## src/rtl/hazard_unit_pkg.sv

```systemverilog
// Shared types and constants for the ID-stage hazard unit.
package hazard_unit_pkg;

  typedef enum logic [1:0] {
    ST_IDLE = 2'd0,
    ST_BUSY = 2'd1,
    ST_DONE = 2'd2
  } mc_state_e;

  localparam logic [4:0] REG_ZERO      = 5'd0;
  localparam logic [1:0] MEM_READ_NONE = 2'b00;

  // True when ID actually reads register r; $0 never produces a dependency.
  function automatic logic reg_match(input logic [4:0] r,
                                     input logic [4:0] rs,
                                     input logic [4:0] rt,
                                     input logic       use_rs,
                                     input logic       use_rt);
    return (r != REG_ZERO) && (((rs == r) && use_rs) || ((rt == r) && use_rt));
  endfunction

endpackage

```

## src/rtl/hazard_unit_mc_stall_fsm.sv

```systemverilog
// Multi-cycle (mul/div) stall sequencer: holds EX for MC_LATENCY cycles,
// then raises mul_done_o for one cycle while EX drains.
module mc_stall_fsm
  import hazard_unit_pkg::*;
#(
  parameter int unsigned MC_LATENCY = 4,
  parameter int unsigned CNT_W      = 4
) (
  input  logic clk_i,
  input  logic rst_ni,
  input  logic multi_cycle_i,
  output logic mc_stall_o,
  output logic mul_done_o
);

  mc_state_e          state_q, state_d;
  logic [CNT_W-1:0]   count_q, count_d;

  // Next state; multi_cycle_i is only looked at in IDLE since EX keeps it high while held.
  always_comb begin
    state_d    = state_q;
    count_d    = count_q;
    mc_stall_o = 1'b0;
    mul_done_o = 1'b0;
    unique case (state_q)
      ST_IDLE: begin
        if (multi_cycle_i) begin
          mc_stall_o = 1'b1;
          count_d    = CNT_W'(MC_LATENCY - 1);
          state_d    = ST_BUSY;
        end
      end
      ST_BUSY: begin
        mc_stall_o = 1'b1;
        count_d    = count_q - CNT_W'(1);
        if (count_q == CNT_W'(1)) begin
          state_d = ST_DONE;
        end
      end
      ST_DONE: begin
        mul_done_o = 1'b1;
        state_d    = ST_IDLE;
      end
      default: begin
        state_d = ST_IDLE;
        count_d = '0;
      end
    endcase
  end

  always_ff @(posedge clk_i) begin
    if (!rst_ni) begin
      state_q <= ST_IDLE;
      count_q <= '0;
    end else begin
      state_q <= state_d;
      count_q <= count_d;
    end
  end

endmodule

```

## src/rtl/hazard_unit.sv

```systemverilog
// ID-stage hazard detector: load-use / branch-operand stalls, mul/div EX hold,
// and IF/ID flush on redirect. Optional perf counters via HAZARD_PERF_CNT_EN.
module hazard_unit
  import hazard_unit_pkg::*;
#(
  parameter int unsigned MC_LATENCY = 4,
  parameter int unsigned CNT_W      = 4
) (
  input  logic       Clk,
  input  logic       Reset,
  input  logic [4:0] rs_ID,
  input  logic [4:0] rt_ID,
  input  logic       UsesRs_ID,
  input  logic       UsesRt_ID,
  input  logic       BranchID,
  input  logic       TakenID,
  input  logic [4:0] writeRegisterEX,
  input  logic       RegWriteEX,
  input  logic [1:0] MemReadEX,
  input  logic [4:0] writeRegisterMEM,
  input  logic [1:0] MemReadMEM,
  input  logic       MultiCycleEX,
  output logic       PCWrite,
  output logic       IFIDWrite,
  output logic       IDEXWrite,
  output logic       IDEXBubble,
  output logic       IFIDFlush,
  output logic       EXMEMBubble,
  output logic       MulDone
`ifdef HAZARD_PERF_CNT_EN
  ,
  output logic [31:0] StallCount,
  output logic [31:0] FlushCount
`endif
);

  logic mc_stall;
  logic mul_done;
  logic match_ex;
  logic match_mem;
  logic load_use;
  logic br_haz;

  mc_stall_fsm #(
    .MC_LATENCY (MC_LATENCY),
    .CNT_W      (CNT_W)
  ) u_mc_stall_fsm (
    .clk_i         (Clk),
    .rst_ni        (Reset),
    .multi_cycle_i (MultiCycleEX),
    .mc_stall_o    (mc_stall),
    .mul_done_o    (mul_done)
  );

  assign match_ex  = reg_match(writeRegisterEX,  rs_ID, rt_ID, UsesRs_ID, UsesRt_ID);
  assign match_mem = reg_match(writeRegisterMEM, rs_ID, rt_ID, UsesRs_ID, UsesRt_ID);
  assign load_use  = (MemReadEX != MEM_READ_NONE) && RegWriteEX && match_ex;
  assign br_haz    = BranchID && ((RegWriteEX && match_ex) ||
                                  ((MemReadMEM != MEM_READ_NONE) && match_mem));

  // Priority: reset, mul/div hold, data-hazard bubble, redirect flush.
  always_comb begin
    PCWrite     = 1'b1;
    IFIDWrite   = 1'b1;
    IDEXWrite   = 1'b1;
    IDEXBubble  = 1'b0;
    IFIDFlush   = 1'b0;
    EXMEMBubble = 1'b0;
    MulDone     = 1'b0;
    if (Reset) begin
      MulDone = mul_done;
      if (mc_stall) begin
        PCWrite     = 1'b0;
        IFIDWrite   = 1'b0;
        IDEXWrite   = 1'b0;
        EXMEMBubble = 1'b1;
      end else if (load_use || br_haz) begin
        // A stalled taken branch is not flushed; it re-resolves next cycle.
        PCWrite    = 1'b0;
        IFIDWrite  = 1'b0;
        IDEXBubble = 1'b1;
      end else if (TakenID) begin
        IFIDFlush = 1'b1;
      end
    end
  end

`ifdef HAZARD_PERF_CNT_EN
  logic [31:0] stall_cnt_q;
  logic [31:0] flush_cnt_q;

  always_ff @(posedge Clk) begin
    if (!Reset) begin
      stall_cnt_q <= '0;
      flush_cnt_q <= '0;
    end else begin
      if (!PCWrite) stall_cnt_q <= stall_cnt_q + 32'd1;
      if (IFIDFlush) flush_cnt_q <= flush_cnt_q + 32'd1;
    end
  end

  assign StallCount = stall_cnt_q;
  assign FlushCount = flush_cnt_q;
`endif

endmodule

```

## config.mk

```make
export PLATFORM = sky130hd
export DESIGN_NAME = hazard_unit
export DESIGN_NICKNAME = d
export VERILOG_FILES = /design/src/rtl/hazard_unit_pkg.sv /design/src/rtl/hazard_unit_mc_stall_fsm.sv /design/src/rtl/hazard_unit.sv
export SDC_FILE = /design/constraint.sdc
export NUM_CORES = 1
export LEC_CHECK = 0
export CAP_MARGIN = 10
export CORE_MARGIN = 10
export CORE_UTILIZATION = 35
export CTS_BUF_LIST = sky130_fd_sc_hd__clkbuf_8
export DETAILED_ROUTE_END_ITERATION = 8
export PLACE_DENSITY = 0.81
export REMOVE_ABC_BUFFERS = 1
export SLEW_MARGIN = 20
export SYNTH_ARGS = -nofsm -noshare
export SYNTH_HDL_FRONTEND = slang
export SYNTH_SLANG_ARGS = --single-unit
```

## constraint.sdc

```tcl
create_clock -name Clk -period 6.4 [get_ports Clk]
set_clock_uncertainty 0.15 [all_clocks]
set_input_delay 1.92 -clock Clk [delete_from_list [all_inputs] [get_ports Clk]]
set_output_delay 1.92 -clock Clk [all_outputs]
set_load 0.005 [all_outputs]
```

==> results of run 1 <==
where the power goes:
part	internal [mW]	switching [mW]	total (mW)
combinational	0.0399	0.0253	0.0652
sequential	0.0411	0.00378	0.0449
clock	0.0405	0.0168	0.0573
total	0.121	0.0459	0.167
Yosys cell counts (all sizes together):
| library cell | instances | area share |
|---|---|---|
| a21oi | 4 | 0.032 |
| xnor2 | 20 | 0.28 |
| nand2 | 6 | 0.036 |
| xor2 | 2 | 0.028 |
| nor2 | 3 | 0.018 |
| ha | 2 | 0.040 |
| o22ai | 3 | 0.030 |
| inv | 6 | 0.036 |
| nor2b | 3 | 0.030 |
| nor3 | 3 | 0.024 |
| o21ai | 2 | 0.016 |
| and4 | 1 | 0.014 |
| and2 | 2 | 0.020 |
| nor3b | 2 | 0.024 |
| buf | 2 | 0.020 |
| a22oi | 3 | 0.044 |
| nand4 | 4 | 0.040 |
| dfxtp | 6 | 0.19 |
| a21bo | 1 | 0.016 |
| and3 | 1 | 0.010 |
| mux2i | 2 | 0.032 |
| o31ai | 1 | 0.012 |
layout by cell type (no fill, tap or decap), drive strengths merged, types with 2 or more instances in the layout:
master	netlist	final
dfxtp	6	6
inv	6	6
and2	2	2
a21oi	4	4
clkbuf	0	3
clkdlybuf4s50	0	38
nor2	3	3
nand2	6	6
mux2i	2	2
nor3	3	3
nor3b	2	2
xor2	2	2
o22ai	3	3
nor2b	3	3
o21ai	2	2
a22oi	3	3
nand4	4	4
ha	2	2
xnor2	20	20
layout make-up:
type | instances | share of cell area
Tap cell | 25 | 0.0294
Sequential cell | 6 | 0.113
Inverter | 6 | 0.0212
Clock buffer | 3 | 0.0389
Multi-Input combinational cell | 65 | 0.439
Timing Repair Buffer | 38 | 0.358
worst paths after layout:
check	startpoint	to	slack, ns	cells after the start
max reg2reg	u_mc_stall_fsm.count_q[0]	u_mc_stall_fsm.count_q[1]	5.01	6
max	writeRegisterMEM[3]	IFIDWrite	0.59	7
min reg2reg	u_mc_stall_fsm.state_q[0]	u_mc_stall_fsm.state_q[0]	0.41	1
min	u_mc_stall_fsm.state_q[0]	u_mc_stall_fsm.state_q[0]	0.41	1
state kept, by name, indices dropped and copies added, names as in the netlist:
name                    flops
u_mc_stall_fsm.count_q      4
u_mc_stall_fsm.state_q      2
critical path, cell delays in order:
cell and delay (ns):
clkdlybuf4s50_1 0.54, xnor2_1 0.15, nand4_1 0.12, o22ai_1 0.23
a22oi_2 0.10, a21bo_2 0.23, clkdlybuf4s50_1 0.45
per-stage QoR:
| stage | instance area (um^2) | hold slack [ns] | util |
|---|---|---|---|
| floorplan | 609 | 0.349 | - |
| detailed placement | 1020 | 0.408 | 0.598 |
| global route | 1060 | 0.454 | 0.622 |
| CTS | 1060 | 0.413 | 0.622 |
| global placement | 1020 | 0.375 | 0.598 |
| finish | 1060 | 0.410 | 0.622 |
routing by layer:
layer	up-vias	GRT usage	part of all wire	wire [um]
li1	353	-	-	-
met1	311	0.117	0.40	829
met2	22	0.213	0.55	1140
met3	0	0.0251	0.051	105
met4	0	0.0171	0	0
met5	-	0	0	0
logic make-up (layout without fill, tap and decap cells):
group,after synthesis,count (layout),synth area share
XOR/XNOR,22,22,0.310
multiplexers,2,2,0.0322
flip-flops,6,6,0.193
adder cells (fa/ha/maj),2,2,0.0402
buffers and inverters,8,47,0.0563
AND/OR/NAND/NOR,25,25,0.217
AO/OA/AOI/OAI,14,14,0.151
==> run_results.csv, run 1 <==
group,metric,value,unit
clock_tree,cts-resized-gates,0,
sta,drv_slew,0,
placement,post-place-ws,0.595,ns
drt,drc,0,
min_path,min_path_type,"reg2reg",
floorplan,start_util,0.364,
sta,max_slew.worst_pin.slew,0.338,ns
global_routing,grt_overflow_total,0,
cells_and_area,layout-drive-gt1-share,0.0424,
global_routing,antenna_found_initial,0,
sta,finalCritPeriodShare,0.907,
cells_and_area,final_nets,154,
critical_path,crit_path_start_kind,"input port",
power,ir_worst_vdd,0.134,mV
global_routing,grt_pass1_vias,800,
floorplan,die_h,62.2,um
floorplan,io_pins,39,
clock_tree,cts_root_buffer,"clkbuf_8",
cells_and_area,fillers,150,
clock_tree,numCtsBuffers,3,
yosys,ys_seq_area_frac,0.193,
placement,hpwl,1820,um
yosys,synth_seq_cells,6,
sta,min_period,5.81,ns
placement,dp.cells,140,
yosys,ys_warn_count,0,
critical_path,cp_data_required_time,4.33,ns
drt,routed_wl,2080,um
clock_tree,clock_sinks,6,
outcome,status,"finished clean",
floorplan,core,1710,um^2
critical_path,critPathKind,"in2out",
cells_and_area,antenna_cells,0,
clock_tree,cts_setup_buffers,0,
clock_tree,cts_tree,"done",
global_routing,grt_start_max_net_pins,11,
clock_tree,htreeDepth,1,
yosys,syn_inst,79,
critical_path,crit_path_end_kind,"output port",
cells_and_area,syn_to_final_growth,70.8,%
yosys,avgSynthCellArea,7.87,um^2
floorplan,die_area,3860,um^2
power,power.density,158,nW/um^2
placement,portBuffers,38,
yosys,ys_types,25,
drt,drt_iter0_markers,15,
placement,gp_congestion,0.845,
sta,rsz0062_at_grt,"false",
sta,slew_headroom,0.773,
drt,ant_nets,0,
clock_tree,clkTransAtPathRegs,0.04,ns
power,fin_total_pwr,0.167,mW
drt,wl_per_cell,14.5,um
critical_path,worstPathMaxFanout,3,
clock_tree,ctsHoldBuffers,0,
global_routing,grtUsageTotal,0.110,
drt,firstDrtPassIters,4,
floorplan,placementRows,15,
sta,setup_violations,0,
clock_tree,clk_latency,0.22,ns
global_routing,grt_first_pass_wirelength,3660,um
sta,final-hold-violation-count,0,
cells_and_area,stdcell_count,143,
sta,fmax,172,MHz
job,drv_cap,0,
cells_and_area,multiInputGateArea,467,um^2
sta,tns,0,ns
critical_path,cp.arrival,3.74,ns
drt,vias_per_cell,4.80,
cells_and_area,register_area,120,um^2
drt,vias,686,
clock_tree,cts_buffer_depth,2,
sta,fin_ws,0.595,ns
floorplan,die_w,62.2,um
power,p_leak,0.392,nW
yosys,synth_area,622,um^2
(Power assumes the default switching activity.)
==> run 2: changes to the inputs <==
--- a/config.mk
+++ b/config.mk
@@ -11,8 +11,6 @@
 export CTS_BUF_LIST = sky130_fd_sc_hd__clkbuf_8
 export DETAILED_ROUTE_END_ITERATION = 8
 export PLACE_DENSITY = 0.81
-export REMOVE_ABC_BUFFERS = 1
-export SLEW_MARGIN = 20
 export SYNTH_ARGS = -nofsm -noshare
 export SYNTH_HDL_FRONTEND = slang
 export SYNTH_SLANG_ARGS = --single-unit
==> run 2 against run 1 <==
  * Critical path depth stayed put
  * Final cell count is the same
  * Sequential share of layout area unchanged
  * Via count fell by 2.0%
  * Worst setup slack gained 0.021 ns
  * Clock power is 2% higher
  * Sequential power about the same
  * Combinational power is essentially flat
  * Largest cell class unchanged
  * Maximum frequency grew 0.36%
  * Sequential cell count is the same
  * Design area unchanged
  * Highest routed layer is now met4
  * Clock-buffer cell count unchanged
==> run_results.csv, run 2 (synthesized netlist as in run 1, its figures left out) <==
group,metric,value,unit
clock_tree,clkTransAtPathRegs,0.03,ns
sta,finalCritPeriodShare,0.904,
placement,post-place-ws,0.601,ns
global_routing,grt_overflow_total,0,
drt,drt_iter0_markers,14,
critical_path,cp.arrival,3.71,ns
critical_path,worstPathMaxFanout,3,
cells_and_area,final_nets,154,
sta,drv_slew,0,
clock_tree,cts_buffer_depth,2,
drt,wl_per_cell,13.8,um
global_routing,grt_pass1_vias,757,
clock_tree,clock_sinks,6,
cells_and_area,final_common_cell,"clkdlybuf4s50_1",
critical_path,reg2reg_slack,5.02,ns
floorplan,die_h,62.2,um
placement,gp_congestion,0.848,
global_routing,grtUsageMet1,0.0987,
cells_and_area,syn_to_final_growth,70.8,%
cells_and_area,largest_reg_flops,4,
cells_and_area,final_area,1060,um^2
min_path,hold_start,"u_mc_stall_fsm.state_q[0]",
job,drv_cap,0,
clock_tree,numCtsBuffers,3,
clock_tree,htreeDepth,1,
critical_path,critPathKind,"in2out",
min_path,min_path_type,"reg2reg",
min_path,holdPathStages,1,
cells_and_area,layout-drive-gt1-share,0.0424,
critical_path,regToRegStartpoint,"u_mc_stall_fsm.count_q[0]",
clock_tree,clk_latency,0.23,ns
global_routing,antenna_found_initial,0,
critical_path,r2r_end,"u_mc_stall_fsm.count_q[1]",
drt,ant_nets,0,
critical_path,crit_path_end_kind,"output port",
drt,vias_per_cell,4.70,
power,p_leak,0.392,nW
global_routing,grtUsageTotal,0.104,
floorplan,io_pins,39,
sta,fin_ws,0.615,ns
placement,dpl_cell_area,1020,um^2
sta,max_slew.worst_pin.slew,0.354,ns
drt,vias,672,
sta,setup_violations,0,
floorplan,die_area,3860,um^2
yosys,syn_nets,113,
critical_path,crit_path_start_kind,"input port",
power,power.density,158,nW/um^2
floorplan,placementRows,15,
global_routing,grt_start_max_net_pins,11,
sta,rsz0062_at_grt,"false",
global_routing,grtUsageMet3,0.0430,
sta,final-hold-violation-count,0,
drt,routed_wl,1980,um
clock_tree,cts_setup_buffers,0,
clock_tree,cts_tree,"done",
cells_and_area,final_cell_mix,"38 x clkdlybuf4s50_1, 20 x xnor2_1, 6 x inv_1, 6 x nand2_1, 6 x dfxtp_1",
placement,portBuffers,38,
outcome,status,"finished clean",
drt,firstDrtPassIters,4,
power,fin_total_pwr,0.168,mW
min_path,min_to,"u_mc_stall_fsm.state_q[0]",
global_routing,grt.met2_usage,0.191,
cells_and_area,antenna_cells,0,
clock_tree,cts-resized-gates,0,
power,ir_worst_vdd,0.0876,mV
floorplan,die_w,62.2,um
floorplan,start_util,0.364,
critical_path,ff2ff_path_depth,6,
sta,min_period,5.78,ns
critical_path,cp_data_required_time,4.33,ns
clock_tree,cts_root_buffer,"clkbuf_8",
placement,hpwl,1780,um
global_routing,grt_first_pass_wirelength,3360,um
sta,slew_headroom,0.764,
drt,drc,0,
clock_tree,ctsHoldBuffers,0,
cells_and_area,reg_top3,"u_mc_stall_fsm.count_q (4), u_mc_stall_fsm.state_q (2)",
floorplan,core,1710,um^2
sta,fmax,173,MHz
global_routing,grt-busiest-layer,"met2",
cells_and_area,postLayoutCoreUtil,0.622,
sta,tns,0,ns
cells_and_area,regMostFlops,"u_mc_stall_fsm.count_q",
-- run 2: cell counts in the layout (fill, tap and decap cells not counted) --
Identical to the previous run, type by type.
-- run 2: metal layers --
layer	part of all wire	vias to the layer above	wire, um
li1	-	349	-
met1	0.40	297	785
met2	0.53	22	1050
met3	0.062	4	123
met4	0.012	0	23
met5	0	-	0
-- run 2: final cells by class --
type | count | area (um^2)
clock buffer | 3 | 41.3
fill | 157 | 646
inverter | 6 | 22.5
multi-input combinational | 65 | 467
sequential | 6 | 120
tap | 25 | 31.3
timing repair buffer | 38 | 380
-- run 2: how the worst max path moves through the flow --
stage	startpoint	to	slack, ns	cells after the start
detailed placement	writeRegisterEX[3]	IFIDWrite	0.60	7
floorplan	writeRegisterEX[0]	PCWrite	1.53	6
global route	writeRegisterMEM[0]	PCWrite	0.49	7
CTS	writeRegisterEX[3]	IFIDWrite	0.59	7
global placement	writeRegisterEX[3]	PCWrite	0.60	7
finish	writeRegisterEX[3]	IFIDWrite	0.62	7
-- run 2: stage by stage --
step           std cells  hold slack, ns
2_1_floorplan         79           0.381
3_3_place_gp         140           0.378
3_5_place_dp         140           0.391
4_1_cts              143           0.397
5_1_grt              143           0.450
6_report             143           0.396
-- run 2: report_power, final --
part / total, mW / switching, mW / internal (mW) / leakage, nW
combinational: 0.0649 / 0.0251 / 0.0399 / 0.321
clock: 0.0585 / 0.0179 / 0.0405 / 0.0216
sequential: 0.0446 / 0.00350 / 0.0411 / 0.0495
-- run 2: critical path: stages --
cell and delay [ns]:
clkdlybuf4s50_1 0.46, xnor2_1 0.23, nand4_1 0.12, o22ai_1 0.19
a22oi_2 0.11, a21bo_2 0.23, clkdlybuf4s50_1 0.45
